===== src/rtl/xcvr_pkg.sv =====
`default_nettype none
// ============================================================================
// Module  : xcvr_pkg
// Brief   : Shared types and constants for the transceiver direction control.
// Revision: 1.0
// ============================================================================
package xcvr_pkg;

  typedef enum logic [1:0] {
    IDLE = 2'd0,
    TURN = 2'd1,
    XFER = 2'd2
  } state_t;

  localparam logic DIR_TX = 1'b1;
  localparam logic DIR_RX = 1'b0;

  // A dead period is needed when no direction has ever been driven or it reverses.
  function automatic logic dir_change(input logic valid, input logic cur, input logic nxt);
    return !valid || (cur != nxt);
  endfunction

endpackage
`default_nettype wire


===== src/rtl/xcvr_dir_ctrl_arb_rr2.sv =====
`default_nettype none
// ============================================================================
// Module  : arb_rr2
// Brief   : Two-way round-robin arbiter; pointer flips only on a contested grant.
// Revision: 1.0
// ============================================================================
module arb_rr2
  import xcvr_pkg::*;
(
  input  logic clk,
  input  logic reset_n,
  input  logic tx_req,
  input  logic rx_req,
  input  logic take,
  output logic gnt_valid,
  output logic gnt_tx
);

  logic r_ptr_tx;

  always_comb begin
    gnt_valid = tx_req | rx_req;
    gnt_tx    = (tx_req && rx_req) ? r_ptr_tx : tx_req;
  end

  always_ff @(posedge clk) begin
    if (!reset_n) begin
      r_ptr_tx <= DIR_TX;
    end else if (take && tx_req && rx_req) begin
      r_ptr_tx <= ~r_ptr_tx;
    end
  end

endmodule
`default_nettype wire


===== src/rtl/xcvr_dir_ctrl.sv =====
`default_nettype none
// ============================================================================
// Module  : xcvr_dir_ctrl
// Brief   : Break-before-make direction sequencer for an octal bus transceiver.
// Revision: 1.0
// ============================================================================
module xcvr_dir_ctrl
  import xcvr_pkg::*;
#(
  parameter int TURN_CYC = 1,
  parameter int XFER_CYC = 2
) (
  input  logic clk,
  input  logic reset_n,
  input  logic tx_req,
  input  logic rx_req,
  output logic tx_ack,
  output logic rx_ack,
  output logic T_n,
  output logic R_n,
  output logic busy,
  output logic dir
);

  localparam int c_max_cyc = (TURN_CYC > XFER_CYC) ? TURN_CYC : XFER_CYC;
  localparam int c_cnt_w   = $clog2(c_max_cyc + 1);
  localparam logic [c_cnt_w-1:0] c_turn_ld = (TURN_CYC > 0) ? c_cnt_w'(TURN_CYC - 1) : '0;
  localparam logic [c_cnt_w-1:0] c_xfer_ld = c_cnt_w'(XFER_CYC - 1);
  localparam logic [c_cnt_w-1:0] c_one     = c_cnt_w'(1);
  localparam logic               c_one_shot = (XFER_CYC == 1);

  generate
    if (XFER_CYC < 1) begin : g_bad_xfer_cyc
      $error("xcvr_dir_ctrl: XFER_CYC must be >= 1");
    end
  endgenerate

  state_t               r_state;
  logic [c_cnt_w-1:0]   r_cnt;
  logic                 r_dir_valid;
  logic                 r_gnt_tx;
  logic                 w_gnt_valid;
  logic                 w_gnt_tx;
  logic                 w_take;
  logic                 w_need_turn;

  assign w_take      = (r_state == IDLE) && w_gnt_valid;
  assign w_need_turn = (TURN_CYC > 0) && dir_change(r_dir_valid, dir, w_gnt_tx);

  arb_rr2 u_arb (
    .clk       (clk),
    .reset_n   (reset_n),
    .tx_req    (tx_req),
    .rx_req    (rx_req),
    .take      (w_take),
    .gnt_valid (w_gnt_valid),
    .gnt_tx    (w_gnt_tx)
  );

  always_ff @(posedge clk) begin
    if (!reset_n) begin
      r_state     <= IDLE;
      r_cnt       <= '0;
      r_dir_valid <= 1'b0;
      r_gnt_tx    <= DIR_TX;
      T_n         <= 1'b1;
      R_n         <= 1'b1;
      tx_ack      <= 1'b0;
      rx_ack      <= 1'b0;
      busy        <= 1'b0;
      dir         <= DIR_TX;
    end else begin
      tx_ack <= 1'b0;
      rx_ack <= 1'b0;
      case (r_state)
        IDLE: begin
          if (w_gnt_valid) begin
            r_gnt_tx <= w_gnt_tx;
            busy     <= 1'b1;
            if (w_need_turn) begin
              r_state <= TURN;
              r_cnt   <= c_turn_ld;
            end else begin
              r_state     <= XFER;
              r_cnt       <= c_xfer_ld;
              r_dir_valid <= 1'b1;
              dir         <= w_gnt_tx;
              T_n         <= ~w_gnt_tx;
              R_n         <= w_gnt_tx;
              tx_ack      <= c_one_shot & w_gnt_tx;
              rx_ack      <= c_one_shot & ~w_gnt_tx;
            end
          end
        end
        TURN: begin
          if (r_cnt == '0) begin
            r_state     <= XFER;
            r_cnt       <= c_xfer_ld;
            r_dir_valid <= 1'b1;
            dir         <= r_gnt_tx;
            T_n         <= ~r_gnt_tx;
            R_n         <= r_gnt_tx;
            tx_ack      <= c_one_shot & r_gnt_tx;
            rx_ack      <= c_one_shot & ~r_gnt_tx;
          end else begin
            r_cnt <= r_cnt - c_one;
          end
        end
        XFER: begin
          if (r_cnt == '0) begin
            r_state <= IDLE;
            T_n     <= 1'b1;
            R_n     <= 1'b1;
            busy    <= 1'b0;
          end else begin
            // Ack lands in the cycle where the counter will read zero.
            r_cnt  <= r_cnt - c_one;
            tx_ack <= (r_cnt == c_one) & r_gnt_tx;
            rx_ack <= (r_cnt == c_one) & ~r_gnt_tx;
          end
        end
        default: begin
          r_state <= IDLE;
          T_n     <= 1'b1;
          R_n     <= 1'b1;
          busy    <= 1'b0;
        end
      endcase
    end
  end

endmodule
`default_nettype wire

===== config.mk =====
export PLATFORM = sky130hd
export DESIGN_NAME = xcvr_dir_ctrl
export DESIGN_NICKNAME = d
export VERILOG_FILES = /design/src/rtl/xcvr_pkg.sv /design/src/rtl/xcvr_dir_ctrl_arb_rr2.sv /design/src/rtl/xcvr_dir_ctrl.sv
export SDC_FILE = /design/constraint.sdc
export NUM_CORES = 1
export LEC_CHECK = 0
export ABC_CLOCK_PERIOD_IN_PS = 2500
export BUFFER_PORTS_ARGS = -buffer_cell sky130_fd_sc_hd__buf_4
export CELL_PAD_IN_SITES_DETAIL_PLACEMENT = 1
export CELL_PAD_IN_SITES_GLOBAL_PLACEMENT = 2
export CORE_MARGIN = 3
export CORE_UTILIZATION = 39
export CTS_BUF_LIST = sky130_fd_sc_hd__clkbuf_8
export CTS_CLUSTER_DIAMETER = 100
export DETAILED_ROUTE_END_ITERATION = 12
export MAX_ROUTING_LAYER = met4
export PLACE_DENSITY_LB_ADDON = 0.1
export SETUP_SLACK_MARGIN = 0.15
export SYNTH_ARGS = -nofsm -noshare
export SYNTH_HDL_FRONTEND = slang
export SYNTH_HIERARCHICAL = 1
export SYNTH_SLANG_ARGS = --single-unit

===== constraint.sdc =====
create_clock -name clk -period 2.5 [get_ports clk]
set_input_delay 0.5 -clock clk [delete_from_list [all_inputs] [get_ports clk]]
set_output_delay 0.5 -clock clk [all_outputs]
set_load 0.1 [all_outputs]

==> impl_results.html <==
<table>
<tr><th>Metric</th><th>Value</th></tr>
<tr><th colspan="2">Outcome</th></tr>
<tr><td>Outcome</td><td>finished, final reports clean</td></tr>
<tr><th colspan="2">Routing</th></tr>
<tr><td>Residual DRC count</td><td>0</td></tr>
<tr><td>Average via count per standard cell</td><td>5.29</td></tr>
<tr><td>Wire per inst</td><td>~16 microns</td></tr>
<tr><td>Initial DRC Count</td><td>7</td></tr>
<tr><td>Wire length after detailed routing</td><td>2100 microns</td></tr>
<tr><td>Antenna violation net count after detailed routing</td><td>0</td></tr>
<tr><td>Total vias in the final route</td><td>682</td></tr>
<tr><td>DR pass1 iterations</td><td>4</td></tr>
<tr><th colspan="2">Pwr</th></tr>
<tr><td>Switching share of total power</td><td>51.4%</td></tr>
<tr><td>Proportion of power drawn by flip-flops and latches</td><td>about a quarter</td></tr>
<tr><td>Share of power burned in combinational logic</td><td>62.1%</td></tr>
<tr><td>Net load switching power</td><td>0.711 mW</td></tr>
<tr><td>Total power divided by cell area</td><td>roughly 1400 nW/um^2</td></tr>
<tr><td>Worst supply voltage drop on vdd</td><td>0.000837 V</td></tr>
<tr><td>Cell leakage power</td><td>0.429 nW</td></tr>
<tr><td>Clock power share</td><td>between 10% and 20%</td></tr>
<tr><td>Internal power contribution</td><td>0.672 mW</td></tr>
<tr><th colspan="2">Synth</th></tr>
<tr><td>Yosys warning count</td><td>6</td></tr>
<tr><td>Synthesized net count</td><td>105</td></tr>
<tr><td>Sequential fraction of the synthesis area</td><td>31.9%</td></tr>
<tr><td>Mean post-synth cell area</td><td>8.96 sq um</td></tr>
<tr><td>Top_reg_cell synth</td><td>dfxtp_1</td></tr>
<tr><td>Synth async-reset ratio</td><td>0%</td></tr>
<tr><td>Syn Std Cell Area</td><td>approximately 800 sq um</td></tr>
<tr><td>Number of standard cells after synthesis</td><td>91</td></tr>
<tr><td>Yosys cell types</td><td>36</td></tr>
<tr><td>Synth Register Bits</td><td>13</td></tr>
<tr><td>EDFF count, synth</td><td>0</td></tr>
<tr><th colspan="2">CTS</th></tr>
<tr><td>TritonCTS clock tree</td><td>yes</td></tr>
<tr><td>H-Tree Level Count</td><td>1</td></tr>
<tr><td>Hold buffer count at CTS</td><td>0</td></tr>
<tr><td>Clock root cell</td><td>clkbuf_8</td></tr>
<tr><td>Clock network latency to the later pin of the worst-skew pair</td><td>0.24 ns</td></tr>
<tr><td>Maximum number of buffers from clock root to sink</td><td>2</td></tr>
<tr><td>Worst-path clk slew</td><td>about 0.050 ns</td></tr>
<tr><td>Number of setup buffers added after CTS</td><td>0</td></tr>
<tr><td>Number of gates given a new drive strength after cts</td><td>0</td></tr>
<tr><td>Clock sink total</td><td>13</td></tr>
<tr><td>CTS Buf Count</td><td>3</td></tr>
<tr><th colspan="2">Floorplan</th></tr>
<tr><td>Total die area</td><td>2680 sq um</td></tr>
<tr><td>Vertical die dimension</td><td>approximately 52 microns</td></tr>
<tr><td>Top-level port count</td><td>10</td></tr>
<tr><td>Row count</td><td>15</td></tr>
<tr><td>Core Footprint</td><td>1840 sq um</td></tr>
<tr><td>Floorplan die width</td><td>51.7 microns</td></tr>
<tr><td>Starting Density</td><td>about 44%</td></tr>
<tr><th colspan="2">STA</th></tr>
<tr><td>Max-slew violation total from the final report</td><td>0</td></tr>
<tr><td>Final worst clock skew</td><td>approximately 0.0025 ns</td></tr>
<tr><td>Final critical-path required period</td><td>1.90 ns</td></tr>
<tr><td>Fin crit share</td><td>between 70 and 80%</td></tr>
<tr><td>Setup violations, final</td><td>0</td></tr>
<tr><td>Unrepaired setup endpoints after global routing</td><td>no</td></tr>
<tr><td>Worst-case headroom to the max-slew limit</td><td>70.1%</td></tr>
<tr><td>Minimum setup slack in the final design</td><td>0.600 ns</td></tr>
<tr><td>Slew at the pin with the worst max-slew slack</td><td>0.443 ns</td></tr>
<tr><td>Maximum achievable frequency</td><td>0.526 GHz</td></tr>
<tr><td>Final Hold Fails</td><td>0</td></tr>
<tr><td>Sum of negative setup slack</td><td>0 ns</td></tr>
<tr><th colspan="2">GRT</th></tr>
<tr><td>First-pass GRT wire length</td><td>3670 microns</td></tr>
<tr><td>Pin count of the biggest net entering global routing</td><td>9</td></tr>
<tr><td>Initial antenna violation count</td><td>0</td></tr>
<tr><td>GRT Resource Usage Total</td><td>between 10% and 20%</td></tr>
<tr><td>Vias in the first global route</td><td>~740</td></tr>
<tr><td>Overflow left after global routing</td><td>0</td></tr>
<tr><th colspan="2">Hold path</th></tr>
<tr><td>Class of the tightest hold or removal check</td><td>in2reg</td></tr>
<tr><td>Number of instances on the worst hold path</td><td>2</td></tr>
<tr><th colspan="2">Placement</th></tr>
<tr><td>Detailed-placement wirelength estimate</td><td>1680 microns</td></tr>
<tr><td>Final weighted congestion in routability-driven placement</td><td>0.848</td></tr>
<tr><td>Setup Slack @ Placement</td><td>0.591 ns</td></tr>
<tr><td>Buffers on Ports</td><td>9</td></tr>
<tr><th colspan="2">Cells and area</th></tr>
<tr><td>Number of inserted filler cells in the final layout</td><td>about 230</td></tr>
<tr><td>Antenna fix cells</td><td>0</td></tr>
<tr><td>Proportion of layout cells with a drive suffix above 1</td><td>18.3%</td></tr>
<tr><td>Area growth, synth to finish</td><td>18.1%</td></tr>
<tr><td>Fin nets</td><td>around 120</td></tr>
<tr><th colspan="2">Worst setup path</th></tr>
<tr><td>Worst R2R Path Depth</td><td>6</td></tr>
<tr><td>Critical path startpoint category</td><td>flip-flop</td></tr>
<tr><td>Largest fanout on the critical path</td><td>7</td></tr>
<tr><td>Signal arrival time at the worst endpoint</td><td>2.02 ns</td></tr>
<tr><td>Classification of the worst setup path</td><td>reg2reg</td></tr>
<tr><td>Data required, critical path</td><td>2.62 ns</td></tr>
<tr><td>Endpoint type of the worst setup path</td><td>flip-flop</td></tr>
<tr><th colspan="2">Flow run</th></tr>
<tr><td>Max Cap Viol</td><td>0</td></tr>
</table>
[layout make-up]
type                    count  area [sq um]  area share (%)
clock buffers               3          41.3            4.29
clock inverters             1          3.75           0.390
inverters                  10          37.5            3.90
multi-input cells          67           514            53.4
flip-flops and latches     13           260            27.0
well taps                  25          31.3            3.25
repair buffers             10          75.1            7.79
[cells by family after synthesis]
| kind of cell | count (synthesis) | synth area share [%] |
|---|---|---|
| flip-flops | 13 | 31.9 |
| multiplexers | 3 | 3.68 |
| adder cells (fa/ha/maj) | 10 | 15.3 |
| XOR/XNOR | 2 | 2.15 |
| AND/OR/NAND/NOR | 27 | 19.9 |
| buffers and inverters | 11 | 5.06 |
| AO/OA/AOI/OAI | 25 | 21.9 |
[through the flow]
stage / hold slack, ns / cell area [sq um] / cells / util (%) / power, mW
6_report: 0.483 / 963 / 129 / 52.4 / 1.38
5_1_grt: 0.483 / 963 / 129 / 52.4 / 1.48
4_1_cts: 0.478 / 963 / 129 / 52.4 / 1.39
3_5_place_dp: 0.490 / 918 / 125 / 49.9 / 1.20
3_3_place_gp: 0.484 / 918 / 125 / 49.9 / 1.18
2_1_floorplan: 0.465 / 816 / 91 / - / 0.993
[registers in the layout (all words and copies together) (netlist names)]
signal / flops
r_state: 2
tx_ack: 1
r_cnt: 2
r_gnt_tx: 1
u_arb/r_ptr_tx: 1
r_dir_valid: 1
rx_ack: 1
T_n: 1
busy: 1
dir: 1
R_n: 1
[synthesized netlist by cell type, types with 2 or more instances]
| cell | instances | area, sq um |
|---|---|---|
| ha_1 | 10 | 125 |
| a21oi_1 | 4 | 20.0 |
| dfxtp_1 | 13 | 260 |
| and3_1 | 2 | 12.5 |
| a211oi_1 | 3 | 22.5 |
| a21boi_0 | 2 | 15.0 |
| o32ai_1 | 2 | 17.5 |
| nand2_1 | 5 | 18.8 |
| inv_1 | 10 | 37.5 |
| nor3_1 | 3 | 15.0 |
| o21ai_0 | 2 | 10.0 |
| mux2i_1 | 3 | 30.0 |
| nor2b_1 | 2 | 12.5 |
| nor2_1 | 7 | 26.3 |
| a41oi_1 | 2 | 17.5 |
[placed cells by master (no fill, tap or decap), types with 2 or more instances in the layout]
cell type,instances
a21oi_1,4
o21ai_0,2
dfxtp_1,13
buf_4,10
nor2_1,7
inv_1,11
nor3_1,3
and3_1,2
nor2b_1,2
o32ai_1,2
clkbuf_8,3
nand2_1,5
a211oi_1,3
a41oi_1,2
mux2i_1,3
a21boi_0,2
ha_1,10
[final timing paths]
kind / startpoint / endpoint / slack [ns]
min reg2reg: r_cnt[1] / r_cnt[1] / 0.49
max: r_state[0] / R_n / 0.60
max reg2reg: r_state[0] / R_n / 0.60
min: reset_n / u_arb/r_ptr_tx / 0.48
[power by group through the flow]
stage | registers, mW | logic, mW | clock network [mW]
after floorplan | 0.536 | 0.457 | 0
after global placement | 0.344 | 0.839 | 0
after CTS | 0.343 | 0.862 | 0.187
after global routing | 0.355 | 0.927 | 0.199
final | 0.342 | 0.859 | 0.181
after detailed placement | 0.348 | 0.855 | 0
[critical path: stages (launching register included)]
cell      delay [ns]
dfxtp_1         0.41
inv_1           0.11
ha_1            0.27
nor2b_1         0.21
nor3_4          0.35
nor4bb_1        0.32
o21ai_1         0.10
[metal layers]
layer	up-vias	global-route usage (%)	routed length, microns
met5	-	-	0
met4	0	6.55	23
met3	2	5.44	84
met2	10	32.4	1040
met1	324	21.9	951
li1	346	-	-
No activity file was read; power rests on OpenSTA's default activity.
